## config.mk

```make
export PLATFORM = sky130hd
export DESIGN_NAME = serial_rx
export DESIGN_NICKNAME = d
export VERILOG_FILES = /design/src/rtl/serial_pkg.sv /design/src/rtl/bit_sync.sv /design/src/rtl/serial_rx.sv
export SDC_FILE = /design/constraint.sdc
export NUM_CORES = 1
export LEC_CHECK = 0
export ABC_AREA = 1
export CAP_MARGIN = 25
export CORE_ASPECT_RATIO = 0.6
export CORE_MARGIN = 2
export CORE_UTILIZATION = 43
export CTS_BUF_LIST = sky130_fd_sc_hd__clkbuf_2 sky130_fd_sc_hd__clkbuf_4 sky130_fd_sc_hd__clkbuf_8
export DETAILED_ROUTE_END_ITERATION = 10
export PLACE_DENSITY = 0.68
export SYNTH_ARGS = -nofsm -noshare
export SYNTH_HDL_FRONTEND = slang
export SYNTH_SLANG_ARGS = --single-unit
```

## constraint.sdc

```tcl
create_clock -name clk_in -period 1.6 [get_ports clk_in]
set_input_delay 0.24 -clock clk_in [delete_from_list [all_inputs] [get_ports clk_in]]
set_output_delay 0.24 -clock clk_in [all_outputs]
set_load 0.01 [all_outputs]
```

## src/rtl/serial_pkg.sv

```systemverilog
// serial_pkg: shared state encoding and framing constants for the serial receiver
package serial_pkg;
   typedef enum logic [2:0] {S_IDLE, S_START, S_DATA, S_STOP, S_RECOVER} state_t;
   localparam logic START_BIT = 1'b0;
   localparam logic STOP_BIT = 1'b1;
   localparam int DEFAULT_DIVISOR = 868;
endpackage

```

## src/rtl/bit_sync.sv

```systemverilog
// bit_sync: two-flop synchronizer with a configurable reset level
module bit_sync #(
   parameter logic RESET_VAL = 1'b1
) (
   input  logic clk_in,
   input  logic rst_in,
   input  logic data_in,
   output logic sync_out
);
   logic meta;
   always_ff @(posedge clk_in)
      if (rst_in) {sync_out, meta} <= {RESET_VAL, RESET_VAL};
      else {sync_out, meta} <= {meta, data_in};
endmodule

```

## src/rtl/serial_rx.sv

```systemverilog
// serial_rx: UART-style receiver, 1 start bit, DATA_WIDTH data bits LSB first, 1 stop bit
module serial_rx
   import serial_pkg::*;
#(
   parameter int DIVISOR = DEFAULT_DIVISOR,
   parameter int DATA_WIDTH = 8
) (
   input  logic                  clk_in,
   input  logic                  rst_in,
   input  logic                  data_in,
   output logic [DATA_WIDTH-1:0] val_out,
   output logic                  valid_out,
   output logic                  frame_err_out,
   output logic                  busy_out
);
   localparam int BIT = DIVISOR + 1;
   localparam int HALF = BIT / 2;
   localparam int CW = $clog2(BIT);
   localparam int IW = $clog2(DATA_WIDTH);
   localparam logic [CW-1:0] HALF_LAST = CW'(HALF - 1);
   localparam logic [CW-1:0] BIT_LAST = CW'(BIT - 1);
   localparam logic [IW-1:0] IND_LAST = IW'(DATA_WIDTH - 1);
   state_t state, state_next;
   logic [CW-1:0] count, count_next;
   logic [IW-1:0] ind, ind_next;
   logic [DATA_WIDTH-1:0] shift, shift_next, val_next;
   logic valid_next, err_next, rx_s, rx_prev, armed;
   logic [1:0] settle;
   bit_sync #(.RESET_VAL(1'b1)) u_sync (
      .clk_in  (clk_in),
      .rst_in  (rst_in),
      .data_in (data_in),
      .sync_out(rx_s)
   );
   // The synchronizer's reset-forced highs are not real line samples, so edges are
   // only accepted once a genuine high has been seen; a line held low stays quiet.
   always_ff @(posedge clk_in)
      if (rst_in) begin
         state <= S_IDLE;
         count <= '0;
         ind <= '0;
         shift <= '0;
         val_out <= '0;
         valid_out <= 1'b0;
         frame_err_out <= 1'b0;
         busy_out <= 1'b0;
         rx_prev <= 1'b1;
         settle <= '0;
         armed <= 1'b0;
      end else begin
         state <= state_next;
         count <= count_next;
         ind <= ind_next;
         shift <= shift_next;
         val_out <= val_next;
         valid_out <= valid_next;
         frame_err_out <= err_next;
         busy_out <= state_next != S_IDLE;
         rx_prev <= rx_s;
         settle <= {settle[0], 1'b1};
         armed <= armed | (settle[1] & rx_s);
      end
   always_comb begin
      state_next = state;
      count_next = count;
      ind_next = ind;
      shift_next = shift;
      val_next = val_out;
      valid_next = 1'b0;
      err_next = 1'b0;
      case (state)
         S_IDLE:
            if (armed && rx_prev && !rx_s) begin
               count_next = '0;
               state_next = S_START;
            end
         S_START:
            if (count == HALF_LAST) begin
               count_next = '0;
               ind_next = '0;
               state_next = (rx_s == START_BIT) ? S_DATA : S_IDLE;
            end else count_next = count + 1'b1;
         S_DATA:
            if (count == BIT_LAST) begin
               count_next = '0;
               shift_next[ind] = rx_s;
               if (ind == IND_LAST) state_next = S_STOP;
               else ind_next = ind + 1'b1;
            end else count_next = count + 1'b1;
         S_STOP:
            if (count == BIT_LAST) begin
               count_next = '0;
               valid_next = rx_s == STOP_BIT;
               err_next = rx_s != STOP_BIT;
               val_next = (rx_s == STOP_BIT) ? shift : val_out;
               state_next = (rx_s == STOP_BIT) ? S_IDLE : S_RECOVER;
            end else count_next = count + 1'b1;
         S_RECOVER:
            if (rx_s) state_next = S_IDLE;
         default: begin
            state_next = S_IDLE;
            count_next = '0;
         end
      endcase
   end
endmodule

```

[Word-level counts from Yosys, hierarchy flattened]
Cells that the tools add are included.
Storage, ports and cells
  bits in registers: 41
  input port bits: 3
  output and inout port bits: 11
  logic and storage cells: 69
Operators by class
  reduce and logical (&&, ||, !) cells: 13
  $add $sub $neg: 2
  equal/unequal tests: 11
  magnitude comparators: 2
  bitwise gates (word level): 6
  mux-type cells: 21
Operators with widths (number)
  $pmux W10 S4: 1
  $mux W10: 3
  $mux W3: 10
  $pmux W3 S5: 1
  $add A10 B1 Y10 const B: 1
  $eq A10 B10 Y1 const B: 1
  $eq A10 B9 Y1 const B: 1
  $bwmux W8: 1
  $ne A2 B2 Y1 const B: 4
  $eq A3 B2 Y1 const B: 2
  $eq A3 B3 Y1 const B: 2
  $pmux W3 S2: 1
  $lt A3 B4 Y1 const B: 1
  $not A1 Y1: 4
  $reduce_and A2 Y1: 2
  $reduce_and A4 Y1: 1
  $add A3 B1 Y3 const B: 1
  $demux W1 S3: 1
  $eq A3 B1 Y1 const B: 1
  $ge A3 B1 Y1 const B: 1
  $logic_and A1 B1 Y1: 3
  $logic_not A3 Y1: 1
  $reduce_and A3 Y1: 1
  $reduce_bool A3 Y1: 1
  8 further kinds: 9

[Depth between registers and ports, before layout]
Gate-level depths: netlist (run 1).
  depth after elaboration: 5
  depth in mapped cells: 11
  gate-level depth less buffers: 11

[By module]
From an unflattened synthesis (run 1), not the netlist that was laid out.
Second synthesis, totals
  cell total of the unflattened synthesis: 272
  area, all modules: 1936.9 um^2
Modules (own cells, without submodules)
  serial_rx: times used 1, area an instance 1878.1 um^2, cells each 265, sequential area each 780.7 um^2
  bit_sync: times used 1, area an instance 58.8 um^2, cells each 7, sequential area each 40.0 um^2

[Worst setup path after synthesis (run 1)]
Ideal clock, no wire load.
  path type: register to register
  start point: reg count[0]
  end point: reg busy_out
  required time: 1.483 ns
  cell stages (with the launch flop): 12
  arrival time: 1.248 ns
  path buffers: 0
  setup time: 0.117 ns
  period minus slack after synthesis: 1.365 ns
  slack: 0.235 ns
  cell sequence: dfxtp_1 inv_1 ha_1 nand2_1 nor2_4 nand3_4 nand2_1 nand2_1 nor2_1 nand2_1 nand2_1 nand2_1
Between the ends
  word-level cells in the longest chain between the ends: 4
  elaborated cells on any way between the ends: 7
  classes of those cells: 2 x eq/ne; 4 x mux; 1 x reduce/logical
RTL lines
  start: declaration: RTL line serial_rx.sv:24  | logic [CW-1:0] count, count_next;
  start signal: assignment: RTL line serial_rx.sv:52  | count <= count_next;
  $eq A10 B10 Y1 or $eq A10 B9 Y1 (tied branches): RTL line serial_rx.sv:84, serial_rx.sv:91, serial_rx.sv:78
  $mux W3 (on tied branches): RTL line serial_rx.sv:91, serial_rx.sv:78, serial_rx.sv:84
  $pmux W3 S5 (*): RTL line serial_rx.sv:71  | case (state)
  $reduce_bool A3 Y1 (*): RTL line serial_rx.sv:58  | busy_out <= state_next != S_IDLE;
  end signal: assignment: RTL line serial_rx.sv:46  | busy_out <= 1'b0;
  end signal: assignment: RTL line serial_rx.sv:58
  end: declaration: RTL line serial_rx.sv:14  | output logic busy_out
Mark *: on every way between the ends. The rest lies on a longest branch, timed or not.
A chain may end at the register's enable or synchronous reset.

[Worst setup path in the final report (run 1)]
  start point: reg count[0]
  end point: reg ind[0]
Between the ends
  word-level cells in the longest chain between the ends: 3
  elaborated cells on any way between the ends: 5
  classes of those cells: 4 x eq/ne; 1 x reduce/logical
RTL lines
  $eq A10 B10 Y1 or $eq A10 B9 Y1 (tied branches): RTL line serial_rx.sv:84, serial_rx.sv:78
  $ne A2 B2 Y1 (no line)
  $reduce_and A4 Y1 (no line) (*)
  end signal: assignment: RTL line serial_rx.sv:53  | ind <= ind_next;
  end: declaration: RTL line serial_rx.sv:25  | logic [IW-1:0] ind, ind_next;
Marks and branches as above.

==> summary.txt, run 1 <==
Clk pin slew, worst setup/hold paths -> 0.08 ns
RSZ-0062 raised after global routing -> true
top cell type by total area after synthesis -> dfxtp_1
Main synth FF type -> dfxtp_1
Final Cell Area -> 0.00241 sq mm
M3 GR Usage -> 4.83%
cell row count -> 18
Leak Pwr -> 0.999 nW
antenna-violating nets left -> 0
beginning of the worst hold path -> settle[0]
R2R cell count -> 9
worst hold stages -> 2
CP Max Fanout -> 8
Filler Cell Count -> 412
initial antenna violation count -> 0
core area -> 0.00423 sq mm
area grow syn2layout -> 23.2%
Yosys reg bits -> 41
DR WL/cell -> 12.0 microns
DRC -> 0
total power -> 2.11 mW
Worst R2R Start -> count[0]
First DRT Iteration DRCs -> 109
top cells by count, synth -> nand2_1, nor2_1, dfxtp_1
CTS tree -> built
max-cap violations -> 0
Slew headroom -> 69.0%
first-pass GRT wire length -> 7270 microns
clock network latency to the later pin of the worst-skew pair -> 0.30 ns
Worst Hold End -> settle[1]
GRT met2 Usage -> 23.7%
share of layout cells above drive strength 1 -> 17.2%
Sink Count -> 41
fin crit period -> 1.53 ns
mapped cell area -> 0.00196 sq mm
die width -> 91.1 microns
Die H -> 56.3 microns
first drt pass iteration count -> 4
initial core utilization -> 46.2%
Placed Area -> 0.00218 sq mm
Slew Viols, Final -> 0
share of Yosys cell area claimed by the top area cell type -> 41.9%
met1 usage -> 28.0%
dpl cells -> 355
asr flop ratio synth -> 0%
CP Data Arrival Time -> 1.72 ns
Syn. warnings -> 0
CTS buffer count -> 5
r2r endpoint -> ind[0]
final hold vios -> 0
CTS max path bufs -> 2
I/O pin cnt -> 14
syn avg cell area -> 6.97 sq um
Seq/Total Area, Yosys -> 41.9%
Detailed Place HPWL -> 3210 microns
Routability Congestion -> 0.821
gr ovfl total -> 0
fin cells -> 369
IO buf count -> 13
Total GRT Usage -> 18.1%
NumNets Final -> 316
hold_buf cts -> 0
Unique masters post-synth -> 26
via count -> 1783
Root Driver -> clkbuf_8
Total Routed Length -> 4430 microns
Worst-Margin Slew -> 0.464 ns
grt peak-use layer -> met1
via count of the first global-routing pass -> 1523
count leader, synth -> nand2_1
final setup vio count -> 0
Diodes inserted -> 0
final setup TNS -> 0 ns
CP Class -> reg2reg
worst vdd ir -> 0.000404 V
power per cell area -> 873 mW/mm^2
run status -> finished clean
Post-synth EDFFs -> 0
pin count of the biggest net entering global routing -> 19
cell count after synthesis -> 281
crit end category -> register
final worst path period share -> 95.5%
H-tree levels -> 2
FMAX -> 654 MHz
reg2reg setup slack -> 0.07 ns
synthesized net count -> 289
via-per-instance ratio -> 4.83
worst hold path type -> reg2reg
WP data required -> 1.79 ns
Final Skew -> 0.00520 ns
Die ar. -> 0.00513 sq mm
Hold WS -> 0.407 ns
crit path launch type -> register
main area contributors after synthesis -> dfxtp_1, nand2_1, nor2_1
## stage by stage
step / utilization, % / setup slack (ns)
2_1_floorplan: - / 0.235
3_3_place_gp: 51.4 / 0.0668
3_5_place_dp: 51.4 / -0.0237
4_1_cts: 54.7 / 0.0141
5_1_grt: 57.0 / -0.0317
6_report: 57.0 / 0.0716
## worst max-delay path: stages, from the launching register on
cell and delay, ns:
dfxtp_4 0.37, inv_4 0.06, ha_4 0.13, nand2_4 0.05
nor2_4 0.16, nand3_4 0.17, nand2_2 0.14, nand3_2 0.11
a21oi_1 0.17, nor2_1 0.05
## logic make-up after synthesis
kind of cell | share of synthesized area, %
AOI/OAI and AO/OA | 5.62
xor gates and xnor gates | 1.79
adders and majority gates | 3.19
buffers and inverters | 8.31
DFF | 41.9
and+or+nand+nor | 39.2
## cells in the final DEF, fill, tap and decap left out, types with 2 or more instances in the layout
cell type,n
nand2_2,8
dfxtp_1,39
bufinv_16,2
or2_2,2
nor2_1,44
buf_4,12
nand3_1,18
nor3_1,4
ha_1,4
inv_1,27
nand4_1,2
xor2_1,4
o21ai_0,2
inv_2,5
nand3_2,3
clkdlybuf4s50_1,13
o21ai_1,3
a21oi_1,17
nand2_1,79
clkbuf_8,5
nor3_2,3
nor2_4,2
## area by class of cell
class | instances | area [sq um] | share of cell area, %
Sequential cell | 41 | 826 | 34.2
Clock buffer | 5 | 68.8 | 2.85
Timing Repair Buffer | 25 | 220 | 9.13
Tap cell | 60 | 75.1 | 3.11
Clock inverter | 3 | 65.1 | 2.70
Inverter | 34 | 135 | 5.60
Multi-Input combinational cell | 201 | 1020 | 42.4
## registers in the layout, indices dropped and copies added, names as in the netlist
register and flops:
rx_prev 1, u_sync.sync_out 1, shift 8, u_sync.meta 1
valid_out 1, ind 3, val_out 8, state 3
armed 1, count 10, frame_err_out 1, settle 2
busy_out 1
## metal layers
| layer | share of wire, % | vias up |
|---|---|---|
| met3 | 4.5 | 7 |
| met5 | 0 | - |
| met1 | 56 | 806 |
| met2 | 39 | 42 |
| li1 | - | 928 |
| met4 | 1.3 | 0 |
## power breakdown
| group | switching [mW] | internal [mW] | total, mW |
|---|---|---|---|
| registers | 0.00743 | 1.03 | 1.04 |
| clock network | 0.362 | 0.620 | 0.982 |
| logic | 0.0543 | 0.0338 | 0.0881 |
| total | 0.424 | 1.68 | 2.11 |
## how the worst max path moves through the flow
stage / cells past startpoint / from / to / slack (ns)
after CTS: 11 / count[0] / count[3] / 0.01
final: 9 / count[0] / ind[0] / 0.07
after floorplan: 11 / count[0] / busy_out / 0.24
after detailed placement: 9 / count[0] / shift[4] / -0.02
after global placement: 11 / count[0] / count[3] / 0.07
after global routing: 9 / count[0] / shift[5] / -0.03
## what timing repair did
action,4_1_cts,5_1_grt
setup endpoints to repair,1,31
pin swaps,0,8
buffers inserted,0,6
resized for setup,1,17
Power figures use the tool's default switching activity.
==> run 2: changes to the inputs <==
--- a/config.mk
+++ b/config.mk
@@ -13,6 +13,7 @@
 export CTS_BUF_LIST = sky130_fd_sc_hd__clkbuf_2 sky130_fd_sc_hd__clkbuf_4 sky130_fd_sc_hd__clkbuf_8
 export DETAILED_ROUTE_END_ITERATION = 10
 export PLACE_DENSITY = 0.68
+export SLEW_MARGIN = 10
 export SYNTH_ARGS = -nofsm -noshare
 export SYNTH_HDL_FRONTEND = slang
 export SYNTH_SLANG_ARGS = --single-unit
==> results of run 2 <==
No change in the layout: final DEF, timing and power equal those of run 1.
